### src/rtl/tipi_pkg.sv
// Shared constants for the TIPI register block: default TI addresses,
// RPi register-select encoding and the RPi transfer FSM state type.
package tipi_pkg;

  localparam logic [15:0] TD_ADDR_DEF = 16'h5FFF;
  localparam logic [15:0] TC_ADDR_DEF = 16'h5FFD;
  localparam logic [15:0] RD_ADDR_DEF = 16'h5FFB;
  localparam logic [15:0] RC_ADDR_DEF = 16'h5FF9;

  localparam logic [1:0] RREG_TD = 2'd0;
  localparam logic [1:0] RREG_TC = 2'd1;
  localparam logic [1:0] RREG_RD = 2'd2;
  localparam logic [1:0] RREG_RC = 2'd3;

  typedef enum logic [1:0] {
    ST_IDLE   = 2'd0,
    ST_SHIFT  = 2'd1,
    ST_COMMIT = 2'd2
  } rpi_state_e;

endpackage

### src/rtl/tipi_sync.sv
// Multi-flop synchronizer for one asynchronous strobe, with single-cycle
// rise/fall pulses derived from the synchronized level. STAGES must be >= 2.
module tipi_sync #(
  parameter int   STAGES  = 2,
  parameter logic RST_VAL = 1'b0
) (
  input  logic clk,
  input  logic rst_n,
  input  logic d,
  output logic q,
  output logic rise,
  output logic fall
);

  logic [STAGES-1:0] sync_q, sync_d;
  logic              prev_q, prev_d;

  always_comb begin
    sync_d = {sync_q[STAGES-2:0], d};
    prev_d = sync_q[STAGES-1];
  end

  always_ff @(posedge clk or negedge rst_n) begin
    if (!rst_n) begin
      sync_q <= {STAGES{RST_VAL}};
      prev_q <= RST_VAL;
    end else begin
      sync_q <= sync_d;
      prev_q <= prev_d;
    end
  end

  assign q    = sync_q[STAGES-1];
  assign rise = q & ~prev_q;
  assign fall = ~q & prev_q;

endmodule

### src/rtl/tipi_reg_ctrl.sv
// TIPI register block: four 8-bit mailbox registers shared between the TI bus
// (parallel, asynchronous) and the RPi (serial shift port), all in clk domain.
module tipi_reg_ctrl
  import tipi_pkg::*;
#(
  parameter int          SYNC_STAGES = 2,
  parameter logic [15:0] TD_ADDR     = TD_ADDR_DEF,
  parameter logic [15:0] TC_ADDR     = TC_ADDR_DEF,
  parameter logic [15:0] RD_ADDR     = RD_ADDR_DEF,
  parameter logic [15:0] RC_ADDR     = RC_ADDR_DEF
) (
  input  logic        clk,
  input  logic        rst_n,
  input  logic [0:15] ti_a,
  input  logic [7:0]  ti_data,
  input  logic        ti_memen,
  input  logic        ti_we,
  input  logic        ti_dbin,
  input  logic        cru_en,
  input  logic        r_clk,
  input  logic        r_le,
  input  logic        r_din,
  input  logic [1:0]  r_reg,
  output logic        r_dout,
  output logic [7:0]  td_q,
  output logic [7:0]  tc_q,
  output logic [7:0]  rd_q,
  output logic [7:0]  rc_q,
  output logic [7:0]  ti_rd_data,
  output logic        ti_rd_oe,
  output logic [1:0]  ti_wr_stb,
  output logic [1:0]  dbg_state
);

  // Address, data and r_din travel through the same depth as the strobes so
  // they line up with the synchronized edge that qualifies them.
  logic [SYNC_STAGES-1:0][24:0] bus_pipe_q, bus_pipe_d;
  logic [15:0] a_s;
  logic [7:0]  data_s;
  logic        din_s;

  logic memen_s, dbin_s, we_fall, rclk_rise, le_rise;
  logic unused_memen_r, unused_memen_f, unused_dbin_r, unused_dbin_f;
  logic unused_we_q, unused_we_r, unused_rclk_q, unused_rclk_f;
  logic unused_le_q, unused_le_f;

  tipi_sync #(.STAGES(SYNC_STAGES), .RST_VAL(1'b1)) u_sync_memen (
    .clk(clk), .rst_n(rst_n), .d(ti_memen),
    .q(memen_s), .rise(unused_memen_r), .fall(unused_memen_f));
  tipi_sync #(.STAGES(SYNC_STAGES), .RST_VAL(1'b1)) u_sync_we (
    .clk(clk), .rst_n(rst_n), .d(ti_we),
    .q(unused_we_q), .rise(unused_we_r), .fall(we_fall));
  tipi_sync #(.STAGES(SYNC_STAGES), .RST_VAL(1'b0)) u_sync_dbin (
    .clk(clk), .rst_n(rst_n), .d(ti_dbin),
    .q(dbin_s), .rise(unused_dbin_r), .fall(unused_dbin_f));
  tipi_sync #(.STAGES(SYNC_STAGES), .RST_VAL(1'b0)) u_sync_rclk (
    .clk(clk), .rst_n(rst_n), .d(r_clk),
    .q(unused_rclk_q), .rise(rclk_rise), .fall(unused_rclk_f));
  tipi_sync #(.STAGES(SYNC_STAGES), .RST_VAL(1'b0)) u_sync_le (
    .clk(clk), .rst_n(rst_n), .d(r_le),
    .q(unused_le_q), .rise(le_rise), .fall(unused_le_f));

  rpi_state_e  state_q, state_d;
  logic [3:0]  cnt_q, cnt_d;
  logic [7:0]  shift_q, shift_d;
  logic [1:0]  sel_q, sel_d;
  logic [7:0]  td_d, tc_d, rd_d, rc_d, rdata_d;
  logic        r_dout_d, oe_d, wr_td, wr_tc, rd_hit;
  logic [1:0]  stb_d;

  always_comb begin
    bus_pipe_d = {bus_pipe_q[SYNC_STAGES-2:0], {ti_a, ti_data, r_din}};
    a_s        = bus_pipe_q[SYNC_STAGES-1][24:9];
    data_s     = bus_pipe_q[SYNC_STAGES-1][8:1];
    din_s      = bus_pipe_q[SYNC_STAGES-1][0];
  end

  always_comb begin
    td_d     = td_q;
    tc_d     = tc_q;
    rd_d     = rd_q;
    rc_d     = rc_q;
    state_d  = state_q;
    cnt_d    = cnt_q;
    shift_d  = shift_q;
    sel_d    = sel_q;
    r_dout_d = r_dout;

    wr_td  = we_fall && !memen_s && cru_en && (a_s == TD_ADDR);
    wr_tc  = we_fall && !memen_s && cru_en && (a_s == TC_ADDR);
    stb_d  = {wr_tc, wr_td};
    if (wr_td) td_d = data_s;
    if (wr_tc) tc_d = data_s;

    rd_hit  = !memen_s && dbin_s && cru_en && ((a_s == RD_ADDR) || (a_s == RC_ADDR));
    oe_d    = rd_hit;
    rdata_d = 8'h00;
    if (rd_hit) rdata_d = (a_s == RD_ADDR) ? rd_q : rc_q;

    case (state_q)
      ST_SHIFT: begin
        if (rclk_rise) begin
          r_dout_d = shift_q[7];
          shift_d  = {shift_q[6:0], din_s};
          cnt_d    = cnt_q + 4'd1;
          if (cnt_q == 4'd7) state_d = ST_COMMIT;
        end
      end
      ST_COMMIT: begin
        if (sel_q == RREG_RD) rd_d = shift_q;
        if (sel_q == RREG_RC) rc_d = shift_q;
        state_d = ST_IDLE;
      end
      default: state_d = ST_IDLE;
    endcase

    // A load reads the current register values, so a same-cycle TI write
    // is not seen by it; it also abandons any transfer in flight.
    if (le_rise) begin
      case (r_reg)
        RREG_TD: shift_d = td_q;
        RREG_TC: shift_d = tc_q;
        RREG_RD: shift_d = rd_q;
        default: shift_d = rc_q;
      endcase
      sel_d   = r_reg;
      cnt_d   = 4'd0;
      state_d = ST_SHIFT;
    end
  end

  always_ff @(posedge clk or negedge rst_n) begin
    if (!rst_n) begin
      bus_pipe_q <= '0;
      state_q    <= ST_IDLE;
      cnt_q      <= 4'd0;
      shift_q    <= 8'h00;
      sel_q      <= RREG_TD;
      r_dout     <= 1'b0;
      td_q       <= 8'h00;
      tc_q       <= 8'h00;
      rd_q       <= 8'h00;
      rc_q       <= 8'h00;
      ti_rd_data <= 8'h00;
      ti_rd_oe   <= 1'b0;
      ti_wr_stb  <= 2'b00;
    end else begin
      bus_pipe_q <= bus_pipe_d;
      state_q    <= state_d;
      cnt_q      <= cnt_d;
      shift_q    <= shift_d;
      sel_q      <= sel_d;
      r_dout     <= r_dout_d;
      td_q       <= td_d;
      tc_q       <= tc_d;
      rd_q       <= rd_d;
      rc_q       <= rc_d;
      ti_rd_data <= rdata_d;
      ti_rd_oe   <= oe_d;
      ti_wr_stb  <= stb_d;
    end
  end

  assign dbg_state = state_q;

endmodule

### config.mk
export PLATFORM = sky130hd
export DESIGN_NAME = tipi_reg_ctrl
export DESIGN_NICKNAME = d
export VERILOG_FILES = /design/src/rtl/tipi_pkg.sv /design/src/rtl/tipi_sync.sv /design/src/rtl/tipi_reg_ctrl.sv
export SDC_FILE = /design/constraint.sdc
export NUM_CORES = 1
export LEC_CHECK = 0
export ABC_AREA = 1
export BUFFER_PORTS_ARGS = -buffer_cell sky130_fd_sc_hd__buf_2
export CORE_ASPECT_RATIO = 1.1
export CORE_MARGIN = 2
export CORE_UTILIZATION = 50
export DETAILED_ROUTE_END_ITERATION = 12
export PLACE_DENSITY = 0.85
export SETUP_SLACK_MARGIN = 0.3
export SLEW_MARGIN = 25
export SYNTH_ARGS = -nofsm -noshare
export SYNTH_HDL_FRONTEND = slang
export SYNTH_HIERARCHICAL = 1
export SYNTH_SLANG_ARGS = --single-unit
export TNS_END_PERCENT = 100
### constraint.sdc
create_clock -name clk -period 1.4 [get_ports clk]
set_input_delay 0.07 -clock clk [delete_from_list [all_inputs] [get_ports clk]]
set_output_delay 0.07 -clock clk [all_outputs]
set_load 0.02 [all_outputs]
# == After elaboration in Yosys (flattened, before gate mapping) ==
# Cells that the tools add are included.
# totals
register_bits,123
word_cells,72
# classes
n_addsub,1
eq_ne,13
n_mux,13
bitwise,6
reduce_logical,17
# op_table
cell,count
"equality test 16 x 15 -> 1 bit, second input constant",4
2-to-1 mux 8 bit,5
case mux 8 bit (3 select lines),1
2-to-1 mux 4 bit,3
AND reduction 2 bit,5
"equality test 2 bit, second input constant",4
2-to-1 mux 2 bit,4
logical AND 1 bit,7
"inequality test 3 bit, second input constant",2
"adder 4 x 1 -> 4 bit, second input constant",1
"equality test 2 x 1 -> 1 bit, second input constant",2
"equality test 4 x 3 -> 1 bit, second input constant",1
nonzero test 2 bit,2
bitwise AND 1 bit,3
NOT 1 bit,3
zero test 2 bit,1
zero test 1 bit,1
logical OR 1 bit,1

# == Longest topological paths before layout ==
# depth
depth_word,5
ltp_mapped,8

# == By module ==
# The synthesis kept the hierarchy.
# modules_own_cells
module,instances,cells_per_inst,area_each_um2,seq_area_each_um2
tipi_reg_ctrl,1,414,4205.3,2752.6
tipi_sync (u_sync_dbin ...),3,7,90.1,75.1
tipi_sync (u_sync_memen ...),2,7,93.8,78.8

# == Worst setup path before layout ==
# No wires, ideal clock.
# synth_timing
kind,register to register
from,register u_sync_we.prev_q
to,register td_q[0]
setup_ns,0.117
t_arrival_ns,1.262
t_required_ns,1.283
slack_ns,0.021
stages_incl_launch_ff,8
synth_period_minus_slack_ns,1.379
path_cell_list,dfstp_2 > inv_1 > nor2_1 > nand3_1 > nor2_2 > nand3_4 > nand2_1 > nand2_1
# synth_between
elab_chain_cells,4
# synth_lines
item,line_no,rtl
"start, declared",tipi_sync.sv:16,"logic prev_q, prev_d;"
"start signal, assigned",tipi_sync.sv:29,prev_q <= prev_d;
bitwise AND 1 bit,tipi_sync.sv:35,assign fall = ~q & prev_q;
via we_fall,tipi_reg_ctrl.sv:42,"logic memen_s, dbin_s, we_fall, rclk_rise, le_rise;"
logical AND 1 bit (3 in a row),tipi_reg_ctrl.sv:89,wr_td = we_fall && !memen_s && cru_en && (a_s == TD_ADDR);
"end signal, assigned",tipi_reg_ctrl.sv:154,td_q <= td_d;
"end, declared",tipi_reg_ctrl.sv:25,"output logic [7:0] td_q,"
# The timed path passes the listed nets, and every way through them passes these cells.
# A chain may end at the register's enable or synchronous reset.

# == Final worst setup path ==
# layout_timing
from,register rd_q[0]
to,register shift_q[0]
# layout_between
elab_chain_cells,2
# layout_lines
item,line_no,rtl
"start, declared",tipi_reg_ctrl.sv:27,"output logic [7:0] rd_q,"
"start signal, assigned",tipi_reg_ctrl.sv:156,rd_q <= rd_d;
case mux 8 bit (3 select lines),tipi_reg_ctrl.sv:120,case (r_reg)
2-to-1 mux 8 bit,tipi_reg_ctrl.sv:119,if (le_rise) begin
"end signal, assigned",tipi_reg_ctrl.sv:151,shift_q <= shift_d;
"end, declared",tipi_reg_ctrl.sv:65,"logic [7:0] shift_q, shift_d;"
# Every way passes these cells.

==> impl_metrics.py <==
metrics = {
    "drt": {
        "drt_iter0_drc": 556,
        "detail_route.vias_per_cell": 6.16,
        "vias": 4729,
        "drt_pass1_iterations": 5,
        "ant_nets": 0,
        "detail_route.wl_per_cell_um": 26.1,
        "drcViolationCount": 0,
        "drt_wl_total_um": 20000,
    },
    "floorplan": {
        "die_area_mm2": 0.00990,
        "coreArea_mm2": 0.00887,
        "ios": 81,
        "initial_core_util_pct": 51.4,
        "row_count": 36,
        "die_x_um": 95.1,
        "die_y_um": 104,
    },
    "sta": {
        "setup_slack_ns": -0.365,
        "tns_ns": -3.13,
        "skew_ns": 0.0244,
        "slew_viol_final": 0,
        "setup_viol": 34,
        "worstMarginPinSlew_ns": 0.775,
        "post-route-min-period_ns": 1.76,
        "hold_viol_final": 5,
        "max_freq_mhz": 567,
        "hold_ws_ns": -0.0114,
        "max_slew_margin_pct": 47.8,
        "fin_crit_sh_pct": 126,
        "rsz0062_at_grt": "yes",
    },
    "yosys": {
        "synth_area_per_cell_um2": 10.5,
        "synthCells": 433,
        "yosys_warnings": 6,
        "syn_nets": 469,
        "syn_area_mm2": 0.00456,
    },
    "worst_setup_path": {
        "cp_top_family": "compound AO/OA/AOI/OAI gates",
        "path_class": "flop to flop",
        "worst-path-buf-inv": 1,
        "critPathMaxFanout": 3,
        "critPathLaunchType": "flop",
        "path_cells": "buf_4, o21ai_0, nand3_1, nand2_1, a21oi_2",
        "endpoint_kind": "flop",
        "cp.required_ns": 1.82,
        "cp_slowest_cell": "o21ai_0",
        "cp.arrival_ns": 2.18,
        "cpPeakStageDelay_ns": 0.63,
    },
    "grt": {
        "grt.overflow.total": 0,
        "grt_max_degree": 50,
        "grt_first_pass_wirelength_um": 23400,
        "grt_antenna_before_repair": 1,
        "grt_pass1_vias": 4546,
        "grt_usage_pct": 32.1,
    },
    "pwr": {
        "p_leak_nw": 3.69,
        "power.density_mw_per_mm2": 1240,
        "vdd_ir_drop_max_v": 0.00115,
    },
    "placement": {
        "hpwlAfterDp_um": 6840,
        "place_inst": 624,
        "placed_cell_area_mm2": 0.00517,
        "gp_congestion": 0.996,
        "place.port_buffers": 80,
    },
    "clocking": {
        "cts_buffers": 17,
        "cts_tree": "done",
        "clockBufferDepth": 2,
        "clock_latency_ns": 0.55,
        "cts.reportedPaths.clkPinSlew_ns": 0.06,
        "htreeDepth": 4,
        "clock-root-buffer": "clkbuf_8",
        "cts_sinks": 123,
    },
    "final_layout": {
        "design_area_mm2": 0.00772,
        "instances_no_fill": 768,
        "n_antenna_cell": 0,
        "postLayoutCoreUtil_pct": 87.0,
        "drive_above_1_share_pct": 51.7,
        "syn_to_final_growth_pct": 69.3,
        "layout.nets": 677,
    },
    "job": {
        "max_cap_viol_count": 0,
    },
    "status": {
        "status": "finished with violations",
        "violations": "hold timing, setup timing",
    },
    "hold_path": {
        "hold_path_class": "input port to async pin",
    },
}
[cells in the final DEF, fill, tap and decap left out, types with 2 or more instances in the layout]
master,n
a21oi_1,4
a21oi_2,13
buf_12,8
buf_2,33
buf_4,52
buf_6,63
bufinv_16,5
clkbuf_1,3
clkbuf_16,16
clkbuf_8,2
clkinv_2,2
clkinv_4,2
clkinvlp_4,2
dfrtp_1,115
dfrtp_2,3
dfstp_2,5
dlygate4sd3_1,33
inv_1,27
inv_2,14
nand2_1,74
nand2_2,36
nand2_4,3
nand2_8,5
nand3_1,11
nand3_4,11
nand4_1,19
nor2_1,11
nor2_2,10
nor2_4,26
o21ai_0,9
o21ai_1,7
o21ai_2,16
o21ai_4,4
[worst paths after layout]
kind	start	to	cells past startpoint	slack (ns)
hold reg to reg	bus_pipe_d[28]	bus_pipe_q[28]	0	0.34
hold / removal	rst_n	td_q[3]	2	-0.01
min in group clk	cru_en	tc_q[7]	5	0.03
setup / recovery	rd_q[0]	shift_q[0]	5	-0.36
max in group asynchronous	rst_n	u_sync_memen/sync_q[0]	3	0.75
setup reg to reg	rd_q[0]	shift_q[0]	5	-0.36
[power by group]
part           internal (mW)  switching, mW  total, mW
sequential              3.72          0.179       3.90
clock                   3.12           1.67       4.78
combinational          0.347          0.518      0.866
total                   7.19           2.36       9.55
[repair_timing]
| item | in CTS | in global routing |
|---|---|---|
| endpoints found under the hold margin | 150 | 0 |
| buffers inserted | 43 | 28 |
| setup endpoints to repair | 104 | 105 |
| pin swaps | 43 | 51 |
| gates cloned | 6 | 2 |
| gates resized for setup | 167 | 100 |
| hold buffers | 33 | 0 |
[flip-flops by register name (all words and copies together), names as in the netlist, 2 cells and up]
register	flops
cnt_q	4
rc_q	8
u_sync_memen/sync_q	2
bus_pipe_q	9
sel_q	2
u_sync_le/sync_q	2
td_q	8
ti_wr_stb	2
ti_rd_data	8
bus_pipe_d	25
shift_q	8
rd_q	8
tc_q	8
u_sync_dbin/sync_q	2
u_sync_we/sync_q	2
a_s	16
u_sync_rclk/sync_q	2
dbg_state	2
[per-stage QoR]
stage / power (mW) / setup slack [ns] / hold WS (ns)
global placement: 4.26 / 0.0665 / 0.00131
detailed placement: 4.29 / -0.0212 / 0.00545
global route: 9.79 / -0.392 / 0.0265
floorplan: 4.09 / 0.0656 / -0.226
CTS: 9.09 / -0.00283 / 0.00554
finish: 9.55 / -0.365 / -0.0114
[metal layers]
layer  up-vias  share of wire (%)  GRT usage, %
li1       1823                  -             -
met1      2237                 30          33.5
met2       465                 47          54.0
met3       204                 12          10.7
met4         0                 11          21.1
met5         -                  0             0
[final cells by class]
| class | instances | area (µm²) |
|---|---|---|
| Timing Repair Buffer | 190 | 1770 |
| Multi-Input combinational cell | 266 | 1910 |
| Timing Repair inverter | 1 | 8.76 |
| Clock buffer | 21 | 439 |
| Sequential cell | 123 | 3090 |
| Fill cell | 345 | 1150 |
| Tap cell | 114 | 143 |
| Clock inverter | 11 | 193 |
| Inverter | 42 | 170 |
No activity file was read; power rests on OpenSTA's default activity.
